==> src/rtl/pc_sequencer_if.sv <==
// Fetch-side bundle for pc_sequencer: instruction-memory req/ack, decode valid/ready
// and the branch/jump redirect inputs coming back from decode.
interface pc_sequencer_if;
    logic        imem_req;
    logic [31:0] imem_addr;
    logic        imem_ack;
    logic [31:0] imem_rdata;
    logic        instr_valid;
    logic        instr_ready;
    logic [31:0] instr;
    logic [31:0] instr_pc;
    logic        branch_taken;
    logic        jump;
    logic [31:0] br_pcplus4;
    logic [31:0] signimm;
    logic [25:0] jump_index;

    modport master (
        output imem_req, imem_addr, instr_valid, instr, instr_pc,
        input  imem_ack, imem_rdata, instr_ready,
        input  branch_taken, jump, br_pcplus4, signimm, jump_index
    );

    modport slave (
        input  imem_req, imem_addr, instr_valid, instr, instr_pc,
        output imem_ack, imem_rdata, instr_ready,
        output branch_taken, jump, br_pcplus4, signimm, jump_index
    );
endinterface

==> src/rtl/pc_sequencer.sv <==
// MIPS instruction-fetch sequencer: owns the PC, fetches words over req/ack and presents them
// to decode over valid/ready, squashing fetches hit by a redirect. Macro REDIRECT_COUNT_EN adds redirect_count.
module pc_sequencer #(
    parameter logic [31:0] RESET_PC = 32'h0000_0000
) (
    input  logic              clk,
    input  logic              rst_n,
    pc_sequencer_if.master    bus
`ifdef REDIRECT_COUNT_EN
    ,
    output logic [15:0]       redirect_count
`endif
);

    typedef enum logic [1:0] {IDLE, FETCH, VALID, DISCARD} state_e;

    state_e      state_q, state_d;
    logic [31:0] pc_q, pc_d;
    logic [31:0] fetch_addr_q, fetch_addr_d;
    logic [31:0] instr_q, instr_d;
    logic [31:0] instr_pc_q, instr_pc_d;
    logic        redirect;
    logic [31:0] target;

    function automatic logic [31:0] branch_target(input logic [31:0] pcplus4,
                                                  input logic signed [31:0] imm);
        logic signed [31:0] offset;
        offset = imm <<< 2;
        return pcplus4 + offset;
    endfunction

    function automatic logic [31:0] jump_target(input logic [31:0] pcplus4,
                                                input logic [25:0] index);
        return {pcplus4[31:28], index, 2'b00};
    endfunction

    assign redirect = bus.branch_taken | bus.jump;
    assign target   = bus.jump ? jump_target(bus.br_pcplus4, bus.jump_index)
                               : branch_target(bus.br_pcplus4, bus.signimm);

    always_ff @(posedge clk or negedge rst_n) begin
        if (!rst_n) begin
            state_q      <= IDLE;
            pc_q         <= RESET_PC;
            fetch_addr_q <= RESET_PC;
            instr_q      <= '0;
            instr_pc_q   <= '0;
        end else begin
            state_q      <= state_d;
            pc_q         <= pc_d;
            fetch_addr_q <= fetch_addr_d;
            instr_q      <= instr_d;
            instr_pc_q   <= instr_pc_d;
        end
    end

    // A redirect while the fetch is still unacknowledged must park in DISCARD so the
    // address stays put until memory completes the old handshake.
    always_comb begin
        state_d = state_q;
        case (state_q)
            IDLE:    state_d = FETCH;
            FETCH: begin
                if (redirect)          state_d = bus.imem_ack ? FETCH : DISCARD;
                else if (bus.imem_ack) state_d = VALID;
            end
            VALID: begin
                if (redirect || bus.instr_ready) state_d = FETCH;
            end
            DISCARD: begin
                if (bus.imem_ack) state_d = FETCH;
            end
            default: state_d = IDLE;
        endcase
    end

    // Every new fetch launches from pc_d, which already carries any same-cycle redirect target.
    always_comb begin
        pc_d         = redirect ? target : pc_q;
        fetch_addr_d = fetch_addr_q;
        instr_d      = instr_q;
        instr_pc_d   = instr_pc_q;
        case (state_q)
            IDLE: fetch_addr_d = pc_d;
            FETCH: begin
                if (redirect) begin
                    if (bus.imem_ack) fetch_addr_d = pc_d;
                end else if (bus.imem_ack) begin
                    instr_d    = bus.imem_rdata;
                    instr_pc_d = fetch_addr_q;
                    pc_d       = fetch_addr_q + 32'd4;
                end
            end
            VALID: begin
                if (redirect || bus.instr_ready) fetch_addr_d = pc_d;
            end
            DISCARD: begin
                if (bus.imem_ack) fetch_addr_d = pc_d;
            end
            default: ;
        endcase
    end

    always_comb begin
        bus.imem_req    = (state_q == FETCH) || (state_q == DISCARD);
        bus.imem_addr   = fetch_addr_q;
        bus.instr_valid = (state_q == VALID);
        bus.instr       = instr_q;
        bus.instr_pc    = instr_pc_q;
    end

`ifdef REDIRECT_COUNT_EN
    logic [15:0] redirect_count_q, redirect_count_d;

    always_comb begin
        redirect_count_d = redirect_count_q;
        if (redirect && (redirect_count_q != 16'hFFFF))
            redirect_count_d = redirect_count_q + 16'd1;
    end

    always_ff @(posedge clk or negedge rst_n) begin
        if (!rst_n) redirect_count_q <= '0;
        else        redirect_count_q <= redirect_count_d;
    end

    assign redirect_count = redirect_count_q;
`endif

endmodule
==> src/flat_wrapper.sv <==
// flat-port wrapper written by rule: the top's interface ports become plain ports
module pc_sequencer_flat 
#(
    parameter logic [31:0] RESET_PC = 32'h0000_0000
)
  (clk, rst_n, bus_imem_req, bus_imem_addr, bus_instr_valid, bus_instr, bus_instr_pc, bus_imem_ack, bus_imem_rdata, bus_instr_ready, bus_branch_taken, bus_jump, bus_br_pcplus4, bus_signimm, bus_jump_index);
  pc_sequencer_if bus_i ();
  input  logic clk;
  input  logic rst_n;
  output wire logic [$bits(bus_i.imem_req)-1:0] bus_imem_req;
  output wire logic [$bits(bus_i.imem_addr)-1:0] bus_imem_addr;
  output wire logic [$bits(bus_i.instr_valid)-1:0] bus_instr_valid;
  output wire logic [$bits(bus_i.instr)-1:0] bus_instr;
  output wire logic [$bits(bus_i.instr_pc)-1:0] bus_instr_pc;
  input wire logic [$bits(bus_i.imem_ack)-1:0] bus_imem_ack;
  input wire logic [$bits(bus_i.imem_rdata)-1:0] bus_imem_rdata;
  input wire logic [$bits(bus_i.instr_ready)-1:0] bus_instr_ready;
  input wire logic [$bits(bus_i.branch_taken)-1:0] bus_branch_taken;
  input wire logic [$bits(bus_i.jump)-1:0] bus_jump;
  input wire logic [$bits(bus_i.br_pcplus4)-1:0] bus_br_pcplus4;
  input wire logic [$bits(bus_i.signimm)-1:0] bus_signimm;
  input wire logic [$bits(bus_i.jump_index)-1:0] bus_jump_index;
  assign bus_imem_req = bus_i.imem_req;
  assign bus_imem_addr = bus_i.imem_addr;
  assign bus_instr_valid = bus_i.instr_valid;
  assign bus_instr = bus_i.instr;
  assign bus_instr_pc = bus_i.instr_pc;
  assign bus_i.imem_ack = bus_imem_ack;
  assign bus_i.imem_rdata = bus_imem_rdata;
  assign bus_i.instr_ready = bus_instr_ready;
  assign bus_i.branch_taken = bus_branch_taken;
  assign bus_i.jump = bus_jump;
  assign bus_i.br_pcplus4 = bus_br_pcplus4;
  assign bus_i.signimm = bus_signimm;
  assign bus_i.jump_index = bus_jump_index;
  pc_sequencer #(.RESET_PC(RESET_PC)) u_core (.clk(clk), .rst_n(rst_n), .bus(bus_i));
endmodule
==> config.mk <==
export PLATFORM = sky130hd
export DESIGN_NAME = pc_sequencer_flat
export DESIGN_NICKNAME = d
export VERILOG_FILES = /design/src/rtl/pc_sequencer_if.sv /design/src/rtl/pc_sequencer.sv /design/src/flat_wrapper.sv
export SDC_FILE = /design/constraint.sdc
export NUM_CORES = 1
export LEC_CHECK = 0
export CORE_MARGIN = 1.5
export CORE_UTILIZATION = 52
export CTS_CLUSTER_DIAMETER = 50
export DETAILED_ROUTE_END_ITERATION = 10
export PLACE_DENSITY = 0.87
export SYNTH_ARGS = -nofsm -noshare
export SYNTH_HDL_FRONTEND = slang
export SYNTH_SLANG_ARGS = --single-unit
==> constraint.sdc <==
create_clock -name clk -period 3.4 [get_ports clk]
set_clock_uncertainty 0.1 [all_clocks]
set_input_delay 0.51 -clock clk [delete_from_list [all_inputs] [get_ports clk]]
set_output_delay 0.51 -clock clk [all_outputs]
set_load 0.02 [all_outputs]
==> results of run 1 <==
## metrics by stage
step	setup TNS (ns)	hold WS (ns)	setup WS (ns)	cell area, um^2	utilization, %
finish	0	-0.01277	0.1873	10740	74.43
CTS	0	0.01293	0.2205	10740	74.43
detailed placement	-0.9058	0.3699	-0.1788	10130	70.26
global placement	-0.4441	0.3667	-0.1002	10130	70.26
floorplan	0	0.1144	0.4585	7601	-
global route	0	0.02870	0.05130	10740	74.43
## synthesized netlist by cell type (all sizes together) (5+ instances only)
cell,count,area share (%)
nand3,24,1.6
a21oi,50,3.5
buf,7,0.44
o21ai,48,3.4
o211ai,12,1.3
dfrtp,130,43
inv,10,0.49
and3,12,1.0
a211oi,6,0.76
or2,5,0.41
a21o,15,1.5
a31oi,21,1.7
xnor2,22,2.5
a41oi,10,1.3
nand4,7,0.58
or3,7,0.64
nor2,80,4.0
mux2,63,9.3
a22oi,16,1.6
nor3,10,0.66
o31ai,6,0.84
nand2,79,4.0
xor2,20,2.3
ha,30,4.9
clkbuf,35,1.7
## report_power, final
group / switching [uW] / leakage (uW) / internal [uW]
sequential: 285 / 0.00154 / 1920
clock: 648 / 0.000284 / 1170
combinational: 1090 / 0.00263 / 1140
total: 2020 / 0.00445 / 4230
## metal layers
layer	track usage (%)	wire length, um	up-vias
li1	-	-	3327
met1	36.58	9078	3382
met2	45.06	9914	350
met3	5.678	1723	33
met4	8.949	382	0
met5	0	0	-
## path summary, 6_finish.rpt
path / to / from / slack, ns / depth (start not counted)
worst max-delay path: u_core.bus.imem_addr[30] / bus_signimm[0] / 0.19 / 12
min in group clk: u_core.bus.instr_pc[30] / u_core.bus.instr_pc[30] / 0.39 / 2
worst max register to register: u_core.pc_q[26] / u_core.bus.imem_addr[2] / 0.75 / 8
worst min-delay path: u_core.bus.instr[0] / rst_n / -0.01 / 1
worst min register to register: u_core.bus.instr_pc[30] / u_core.bus.instr_pc[30] / 0.39 / 2
max in group asynchronous: u_core.pc_q[17] / rst_n / 2.45 / 2
## layout make-up
class | instances | area [um^2]
sequential | 130 | 3253
multi-input combinational | 601 | 4167
tap | 184 | 230.2
inverter | 10 | 37.54
fill | 1011 | 3689
clock inverter | 8 | 100.1
clock buffer | 24 | 501.7
timing repair buffer | 248 | 2446
## logic make-up (layout without fill, tap and decap cells)
family	after synthesis	in the layout
AOI/OAI and AO/OA	215	215
muxes	67	67
buffers and inverters	52	290
adders and majority gates	31	31
and+or+nand+nor	246	246
DFF	130	130
xor gates and xnor gates	42	42
## worst max-delay path, delay by kind of cell
kind	cells	cell delay, ns
simple gates	3	0.36
fa+ha+maj	2	0.63
compound gates	5	1.27
buf+inv	2	0.59
## registers in the layout, indices dropped and copies added (netlist names)
signal,cells
u_core.state_q,2
u_core.bus.instr,32
u_core.bus.instr_pc,32
u_core.pc_q,32
u_core.bus.imem_addr,32
==> key figures, run 1 <==
STA
  – Fin. Hold Viols: 5
  – Hold_ws: -0.01277 ns
  – Final Cycle Share: a little over nine tenths
  – Worst Max-Slew Pin Slew: 0.7472 ns
  – Max Slew Vio Count: 0
  – Slew HR: 50.19%
  – RSZ-0062 raised after global routing: no
  – Setup violations, final: 0
  – Fmax: 0.3113 GHz
  – Minimum clock period: 3.213 ns

Die
  – Io pins: about 230
  – Core Rows: 44
  – Initial core utilization: 52.70%
  – Die area: 15350 um^2
  – Chip Height: 123.9 um
  – Area of the core: approximately 14000 um^2
  – Die Width: roughly 120 um

Clock tree
  – Post-cts sizing count: 0
  – Worst-skew pair later-pin latency: slightly above 0.4 ns
  – Post-CTS Setup Bufs: 0
  – Clock transition at path regs: 0.06 ns
  – Clock tree sinks: 130
  – TritonCTS clock tree: yes
  – CTS Hold Bufs: 0
  – H-tree depth: 4
  – Clk buf depth: 2
  – CTS Buf Count: 17
  – CTS Root Cell: clkbuf_16

Routing
  – Antenna viol nets, final: 0
  – Initial DRC Count: 572
  – Vias per Instance: 5.885
  – Via count: 7092
  – Drt first pass iters: 6
  – Residual DRC: 0
  – Post-Route WL: 21.10 mm
  – Drt wl/cell: 17.51 um

Synthesis
  – Ys async rst share: 100.0%
  – Sequential area share after synthesis: 42.80%
  – Mean cell area of the mapped netlist: 9.708 um^2
  – Unique masters post-synth: 77
  – Synth warn: 0
  – Xor and xnor fraction of the mapped netlist area: 4.840%
  – Simple logic cell fraction of the synthesized area: 15.14%
  – Number of synthesized flops with an enable pin: 0
  – Yosys reg bits: 130
  – Mapped cell area: 7601 um^2
  – Most used flip-flop cell after synthesis: dfrtp_1
  – Adder-cell share of the synthesized area: 5.202%
  – Syn Inst Count: 783
  – Complex-gate fraction of the synthesized area: around 19%
  – Mapped Nets: about 940
  – Combinational family with the most area after synthesis: compound AO/OA/AOI/OAI gates
  – Multiplexer share of the synthesized area: 9.860%

Global routing
  – Total gr overflow: 0
  – First-pass GRT wire length: 33.07 mm
  – Global Route Usage Sum: 27.48%
  – Largest net degree at the start of global routing: 67
  – Vias in the first global route: 6759
  – Initial antenna violation count: 0

Place
  – Port-buffer cells: 223
  – Routability Congestion: 0.8783
  – Dpl hpwl: ~15 mm
  – Dpl cells: 1173

Cells and area
  – Share of post-route cells with drive strength above 1: between 10% and 20%
  – Non-filler cells in the finished layout: 1205
  – Most common cell after layout, fill and taps aside: clkdlybuf4s50_1
  – Nets: around 1200
  – Area growth syn-to-layout: 41.23%
  – Most frequent cells in the layout: clkdlybuf4s50_1 (222), dfrtp_1 (130), nor2_1 (79)
  – Diode count: 0

Job
  – Max Cap Violations: 0

Power
  – Final Power: 6249 uW
  – Leak: 0.004454 uW
  – Pwr dens: 582.1 nW/um^2
  – VDD IR-drop max: 0.0003803 V

Worst setup path
  – Worst EP required: 3.55 ns
  – Critical path class: in -> reg
  – Cell Chain, Critical Path: clkdlybuf4s50_1, ha_1, fa_1, a211oi_1, nor2_1, o31ai_2, buf_4, nand3_1, a41oi_2, nor3_1, o31ai_1, a41oi_1
  – Slowest CP cell: clkdlybuf4s50_1
  – Kind of end point of the critical path: flop
  – CP Max Fanout: 4
  – CP Launch Type: input port
  – Slowest stage delay, CP: 0.42 ns
  – CP arrival: 3.36 ns

Min path
  – Type of the worst min-delay path: in -> async

Run status
  – Failing checks: negative hold slack
  – Outcome: complete, but fails checks
Note: power is estimated with default switching activity, not from simulation.
==> inputs of run 2 (changes only) <==
CAP_MARGIN = 10   (was not set)
CORE_MARGIN = 4   (was 1.5)
==> key figures, run 2 (same netlist as run 1, synthesis figures left out) <==
Place
  – Routability Congestion: 0.8716 (-0.76%)
  – Pre-CTS setup slack: -0.1482 ns (+0.03065 ns)
  – Port-buffer cells: 223 (unchanged)
  – Dpl hpwl: 16.22 mm (+5.2%)

Cells and area
  – Most frequent cells in the layout: clkdlybuf4s50_1 (222), dfrtp_1 (130), nor2_1 (77)
  – Area growth syn-to-layout: 42.37%
  – Share of post-route cells with drive strength above 1: 14.59% (+0.20 points)
  – Final Util: 76.77% (+2.3 points)
  – Most common cell after layout, fill and taps aside: clkdlybuf4s50_1
  – Filler cells: 958 (-5.2%)
  – Nets: 1167 (unchanged)
  – Diode count: 0 (unchanged)

Routing
  – Vias per Instance: 5.881 (about the same)
  – Via count: 7063 (-0.41%)
  – Antenna viol nets, final: 0 (unchanged)
  – Drt wl/cell: 18.34 um (+4.8%)
  – Post-Route WL: 22.03 mm (+4.4%)
  – Residual DRC: 0 (unchanged)
  – Drt first pass iters: 5 (-1)
  – Initial DRC Count: 680 (+19%)

Worst setup path
  – Slowest CP cell: clkdlybuf4s50_1
  – Kind of end point of the critical path: flop
  – Slowest stage delay, CP: 0.41 ns (about the same)
  – CP top delay family: compound AO/OA/AOI/OAI gates
  – RR Endpoint: u_core.pc_q[26]
  – CP Launch Type: input port
  – Worst r2r path cells: 8 (unchanged)
  – Worst reg2reg setup slack: 0.79 ns (+0.04 ns)
  – Critical path class: in -> reg
  – Cell Chain, Critical Path: clkdlybuf4s50_1, ha_1, fa_1, a211oi_1, nor2_1, o31ai_2, buf_4, nand3_1, a32oi_1, mux2i_1, nand4_1, or2_1
  – R2r startpoint: u_core.bus.imem_addr[4]
  – Buf/Inv on CP: 2 (unchanged)
  – Worst EP required: 3.59 ns (+0.04 ns)
  – Worst setup path endpoint: u_core.pc_q[26]
  – CP arrival: 3.35 ns (about the same)
  – Worst setup path startpoint: bus_signimm[0]
  – CP Max Fanout: 4 (unchanged)
  – Crit path depth: 12 (unchanged)

Power
  – Clock power frac: 31.3% (+2.1 points)
  – VDD IR-drop max: 0.0003769 V (-0.90%)
  – Leak: 0.004497 uW (+0.97%)
  – Combinational power share: 34.7% (-0.9 points)
  – Switch share: 31.52% (-0.87 points)
  – Flop pwr share: 34.0% (-1.2 points)
  – Pwr dens: 598.2 nW/um^2 (+2.8%)
  – Internal Power: 4433 uW (+4.9%)
  – Final Power: 6474 uW (+3.6%)
  – Net switching power: 2041 uW (+0.83%)

Global routing
  – Total gr overflow: 0 (unchanged)
  – Initial antenna violation count: 0 (unchanged)
  – First-pass GRT wire length: 34.89 mm (+5.5%)
  – Vias in the first global route: 6951 (+2.8%)
  – Global Route Usage Sum: 26.34% (-1.1 points)
  – Largest net degree at the start of global routing: 68 (+1.5%)

STA
  – Hold_ws: 0.0004974 ns (+0.01327 ns)
  – Minimum clock period: 3.154 ns (-0.05916 ns)
  – Fmax: 0.3171 GHz (+1.9%)
  – Max Slew Vio Count: 0 (unchanged)
  – Final worst slack: 0.2465 ns (+0.05916 ns)
  – Setup TNS: 0 ns (unchanged)
  – Fin. Hold Viols: 0 (-5)
  – Slew HR: 49.56% (-0.63 points)
  – Final Cycle Share: 92.75% (-1.7 points)
  – Worst Max-Slew Pin Slew: 0.7566 ns (+0.009416 ns)
  – RSZ-0062 raised after global routing: no
  – Setup violations, final: 0 (unchanged)

Job
  – Max Cap Violations: 0 (unchanged)

Clock tree
  – CTS Buf Count: 17 (unchanged)
  – Clock tree sinks: 130 (unchanged)
  – CTS Root Cell: clkbuf_16
  – Post-cts sizing count: 0 (unchanged)
  – Post-CTS Setup Bufs: 0 (unchanged)
  – TritonCTS clock tree: yes
  – H-tree depth: 4 (unchanged)
  – CTS Hold Bufs: 0 (unchanged)
  – Clock transition at path regs: 0.05 ns (about the same)
  – Clk buf depth: 2 (unchanged)
  – Worst-skew pair later-pin latency: 0.41 ns (about the same)

Die
  – Die area: 16620 um^2 (+8.2%)
  – Core Rows: 43 (-2.3%)
  – Area of the core: 14100 um^2 (-2.3%)
  – Die Width: 128.9 um (+4.0%)
  – Io pins: 226 (unchanged)
  – Chip Height: 128.9 um (+4.0%)
  – Initial core utilization: 53.92% (+1.2 points)

Run status
  – Outcome: finished clean

Min path
  – Type of the worst min-delay path: in -> async
## run 2: routing by layer
metal	global-route usage (%)	vias to the layer above	wire (um)
li1	-	3319	-
met1	34.79	3359	9329
met2	42.74	341	10280
met3	6.351	44	2036
met4	8.894	0	389
met5	0	-	0
## run 2: through the flow
step | cells | area (um^2)
2_1_floorplan | 783 | 7601
3_5_place_dp | 1169 | 10160
5_1_grt | 1201 | 10820
6_report | 1201 | 10820
4_1_cts | 1201 | 10820
3_3_place_gp | 1169 | 10160
## run 2: power by group through the flow
stage | combinational, uW | sequential (uW) | clock (uW)
floorplan | 784 | 2550 | 0
global placement | 2200 | 2190 | 0
detailed placement | 2240 | 2220 | 0
CTS | 2260 | 2200 | 2060
global route | 2400 | 2250 | 2130
finish | 2250 | 2200 | 2030
## run 2: worst reg2reg max path: stages (launching register included)
cell and delay, ns:
dfrtp_1 0.51, and3_1 0.28, and4_1 0.31, and3_1 0.31, nand3_1 0.21, nor3_1 0.25, xnor2_1 0.19, a21oi_1 0.10
or2_1 0.24
## run 2: cell type report
| class | instances | area [um^2] | area share [%] |
|---|---|---|---|
| Multi-Input combinational cell | 601 | 4172 | 38.55 |
| Timing Repair Buffer | 248 | 2471 | 22.84 |
| Inverter | 10 | 37.54 | 0.3469 |
| Clock buffer | 23 | 488.0 | 4.509 |
| Sequential cell | 130 | 3253 | 30.06 |
| Tap cell | 180 | 225.2 | 2.081 |
| Clock inverter | 9 | 175.2 | 1.619 |
## run 2: how the worst min path moves through the flow
stage	endpoint	slack [ns]	start
after floorplan	u_core.bus.imem_addr[0]	0.11	rst_n
after global placement	u_core.bus.instr_pc[25]	0.36	u_core.bus.instr_pc[25]
after detailed placement	u_core.bus.instr_pc[22]	0.37	u_core.bus.instr_pc[22]
after CTS	u_core.bus.instr[24]	0.004	rst_n
after global routing	u_core.bus.instr_pc[7]	0.03	rst_n
final	u_core.bus.instr_pc[7]	0.0005	rst_n
==> inputs of run 3 (changes only) <==
MAX_ROUTING_LAYER = met4   (was not set)
RECOVER_POWER = 100   (was not set)
==> key figures, run 3 (same netlist as run 1, synthesis figures left out) <==
Run status
  – Outcome: complete, but fails checks
  – Failing checks: max-capacitance violations, max-slew violations

Routing
  – Via count: 7146 (+1.2%)
  – Vias per Instance: 5.950 (+1.2%)
  – Initial DRC Count: 645 (-5.1%)
  – Drt wl/cell: 18.37 um (+0.14%)
  – Antenna viol nets, final: 0 (unchanged)
  – Drt first pass iters: 5 (unchanged)
  – Post-Route WL: 22.06 mm (+0.14%)
  – Residual DRC: 0 (unchanged)

Worst setup path
  – CP top delay family: buffers and inverters
  – CP arrival: 3.53 ns (+0.18 ns)
  – RR Endpoint: u_core.bus.imem_addr[6]
  – Worst reg2reg setup slack: 0.64 ns (-0.15 ns)
  – Kind of end point of the critical path: flop
  – Critical path class: in -> reg
  – Buf/Inv on CP: 4 (+2)
  – R2r startpoint: u_core.state_q[1]
  – Slowest stage delay, CP: 1.05 ns (+0.64 ns)
  – Worst EP required: 3.61 ns (+0.02 ns)
  – CP Max Fanout: 27 (+23)
  – Slowest CP cell: clkbuf_1
  – CP Launch Type: input port
  – Cell Chain, Critical Path: dlygate4sd3_1, buf_4, inv_1, nor2_2, clkbuf_1, a32oi_1, o21ai_0
  – Worst r2r path cells: 7 (-1)

STA
  – Final Cycle Share: 97.69% (+4.9 points)
  – Max Slew Vio Count: 68 (+68)
  – Slew HR: -10.52% (-60 points)
  – Worst Max-Slew Pin Slew: 1.658 ns (+0.9011 ns)
  – RSZ-0062 raised after global routing: no
  – Fmax: 0.3011 GHz (-5.1%)
  – Minimum clock period: 3.321 ns (+0.1679 ns)
  – Setup violations, final: 0 (unchanged)
  – Final worst slack: 0.07858 ns (-0.1679 ns)
  – Fin. Hold Viols: 0 (unchanged)

Clock tree
  – Clk buf depth: 2 (unchanged)
  – CTS Root Cell: clkbuf_16
  – Post-CTS Setup Bufs: 0 (unchanged)
  – Clock transition at path regs: 0.05 ns (about the same)
  – CTS Buf Count: 17 (unchanged)
  – CTS Hold Bufs: 0 (unchanged)
  – TritonCTS clock tree: yes
  – Post-cts sizing count: 0 (unchanged)
  – Clock tree sinks: 130 (unchanged)
  – Worst-skew pair later-pin latency: 0.41 ns (about the same)
  – H-tree depth: 4 (unchanged)

Min path
  – Type of the worst min-delay path: reg -> reg
  – Hold Crit Start: u_core.bus.instr_pc[22]
  – Worst Hold End: u_core.bus.instr_pc[22]
  – Hold Path Depth: 2

Global routing
  – Largest net degree at the start of global routing: 68 (unchanged)
  – Routing usage on met2: 42.96% (+0.21 points)
  – Global Route Usage Sum: 27.16% (+0.82 points)
  – Met3 usage: 5.812% (-0.54 points)
  – First-pass GRT wire length: 34.87 mm (about the same)
  – Met1 Use GR: 34.71% (-0.080 points)
  – GR peak layer: met2
  – Total gr overflow: 0 (unchanged)
  – Initial antenna violation count: 0 (unchanged)
  – Vias in the first global route: 6949 (-0.029%)

Cells and area
  – Multi-input gate area: 4128 um^2 (-1.0%)
  – Area growth syn-to-layout: 40.92%
  – Filler cells: 976 (+1.9%)
  – Sequential cell area: 3253 um^2 (unchanged)
  – Final Util: 75.99% (-0.78 points)
  – Share of post-route cells with drive strength above 1: 13.61% (-0.98 points)
  – Most common cell after layout, fill and taps aside: dfrtp_1
  – Nets: 1167 (unchanged)
  – Non-filler cells in the finished layout: 1201 (unchanged)
  – Diode count: 0 (unchanged)
  – Most frequent cells in the layout: dfrtp_1 (130), clkdlybuf4s50_1 (122), dlygate4sd3_1 (100)

Die
  – Chip Height: 128.9 um (unchanged)
  – Initial core utilization: 53.92% (unchanged)
  – Die area: 16620 um^2 (unchanged)
  – Area of the core: 14100 um^2 (unchanged)
  – Io pins: 226 (unchanged)
  – Core Rows: 43 (unchanged)
  – Die Width: 128.9 um (unchanged)

Job
  – Max Cap Violations: 1 (+1)

Place
  – Dpl hpwl: 16.22 mm (unchanged)
  – Routability Congestion: 0.8859 (+1.6%)
  – Pre-CTS setup slack: -0.1482 ns (unchanged)
  – Port-buffer cells: 223 (unchanged)
  – Dpl cells: 1169 (unchanged)

Power
  – Leak: 0.004491 uW (-0.14%)
  – VDD IR-drop max: 0.0003744 V (-0.68%)
  – Pwr dens: 590.2 nW/um^2 (-1.3%)
-- run 3: changes by cell type in the layout (fill, tap and decap cells not counted), sizes merged --
cell	delta
dlygate4sd3	+100
clkbuf	+9
clkdlybuf4s50	-100
buf	-9
-- run 3: routing by layer --
layer  vias up  share of wire [%]
li1       3326                  -
met1      3376                 42
met2       398                 47
met3        46                9.3
met4         0                1.7
met5         -                  0
-- run 3: power by group --
group / total [uW] / switching [uW] / internal (uW)
Combinational: 2110 / 1100 / 1010
Clock: 2020 / 646 / 1380
Sequential: 2180 / 270 / 1910
-- run 3: worst reg2reg max path: stages, from the launching register on --
cell	delay [ns]
dfrtp_1	0.41
nor2b_1	0.15
nor2b_1	0.15
and2_0	0.19
a21oi_2	0.73
clkbuf_2	0.66
nor2_1	0.10
a31oi_1	0.19
-- run 3: worst max path at each step --
| stage | startpoint | end | cells after the start |
|---|---|---|---|
| 3_3_place_gp | bus_signimm[0] | u_core.pc_q[26] | 12 |
| 4_1_cts | bus_br_pcplus4[2] | u_core.pc_q[26] | 12 |
| 3_5_place_dp | bus_br_pcplus4[2] | u_core.pc_q[26] | 12 |
| 2_1_floorplan | bus_signimm[0] | u_core.pc_q[26] | 10 |
| 6_report | bus_branch_taken | u_core.pc_q[7] | 7 |
| 5_1_grt | bus_signimm[0] | u_core.bus.imem_addr[12] | 12 |
-- run 3: area by class of cell --
cell class | count | share of cell area [%]
multi-input combinational | 601 | 38.54
sequential | 130 | 30.37
timing repair buffer | 248 | 22.45
clock buffer | 23 | 4.556
tap | 180 | 2.103
clock inverter | 9 | 1.635
inverter | 10 | 0.3504
-- run 3: stage by stage --
| stage | hold slack [ns] | total power (uW) | cell area (um^2) | TNS [ns] |
|---|---|---|---|---|
| 2_1_floorplan | 0.1144 | 3337 | 7601 | 0 |
| 5_1_grt | 0.4057 | 6631 | 10710 | 0 |
| 3_3_place_gp | 0.3639 | 4391 | 10160 | -0.4404 |
| 3_5_place_dp | 0.3713 | 4462 | 10160 | -0.7061 |
| 6_report | 0.3817 | 6322 | 10710 | 0 |
| 4_1_cts | 0.003895 | 6514 | 10820 | 0 |
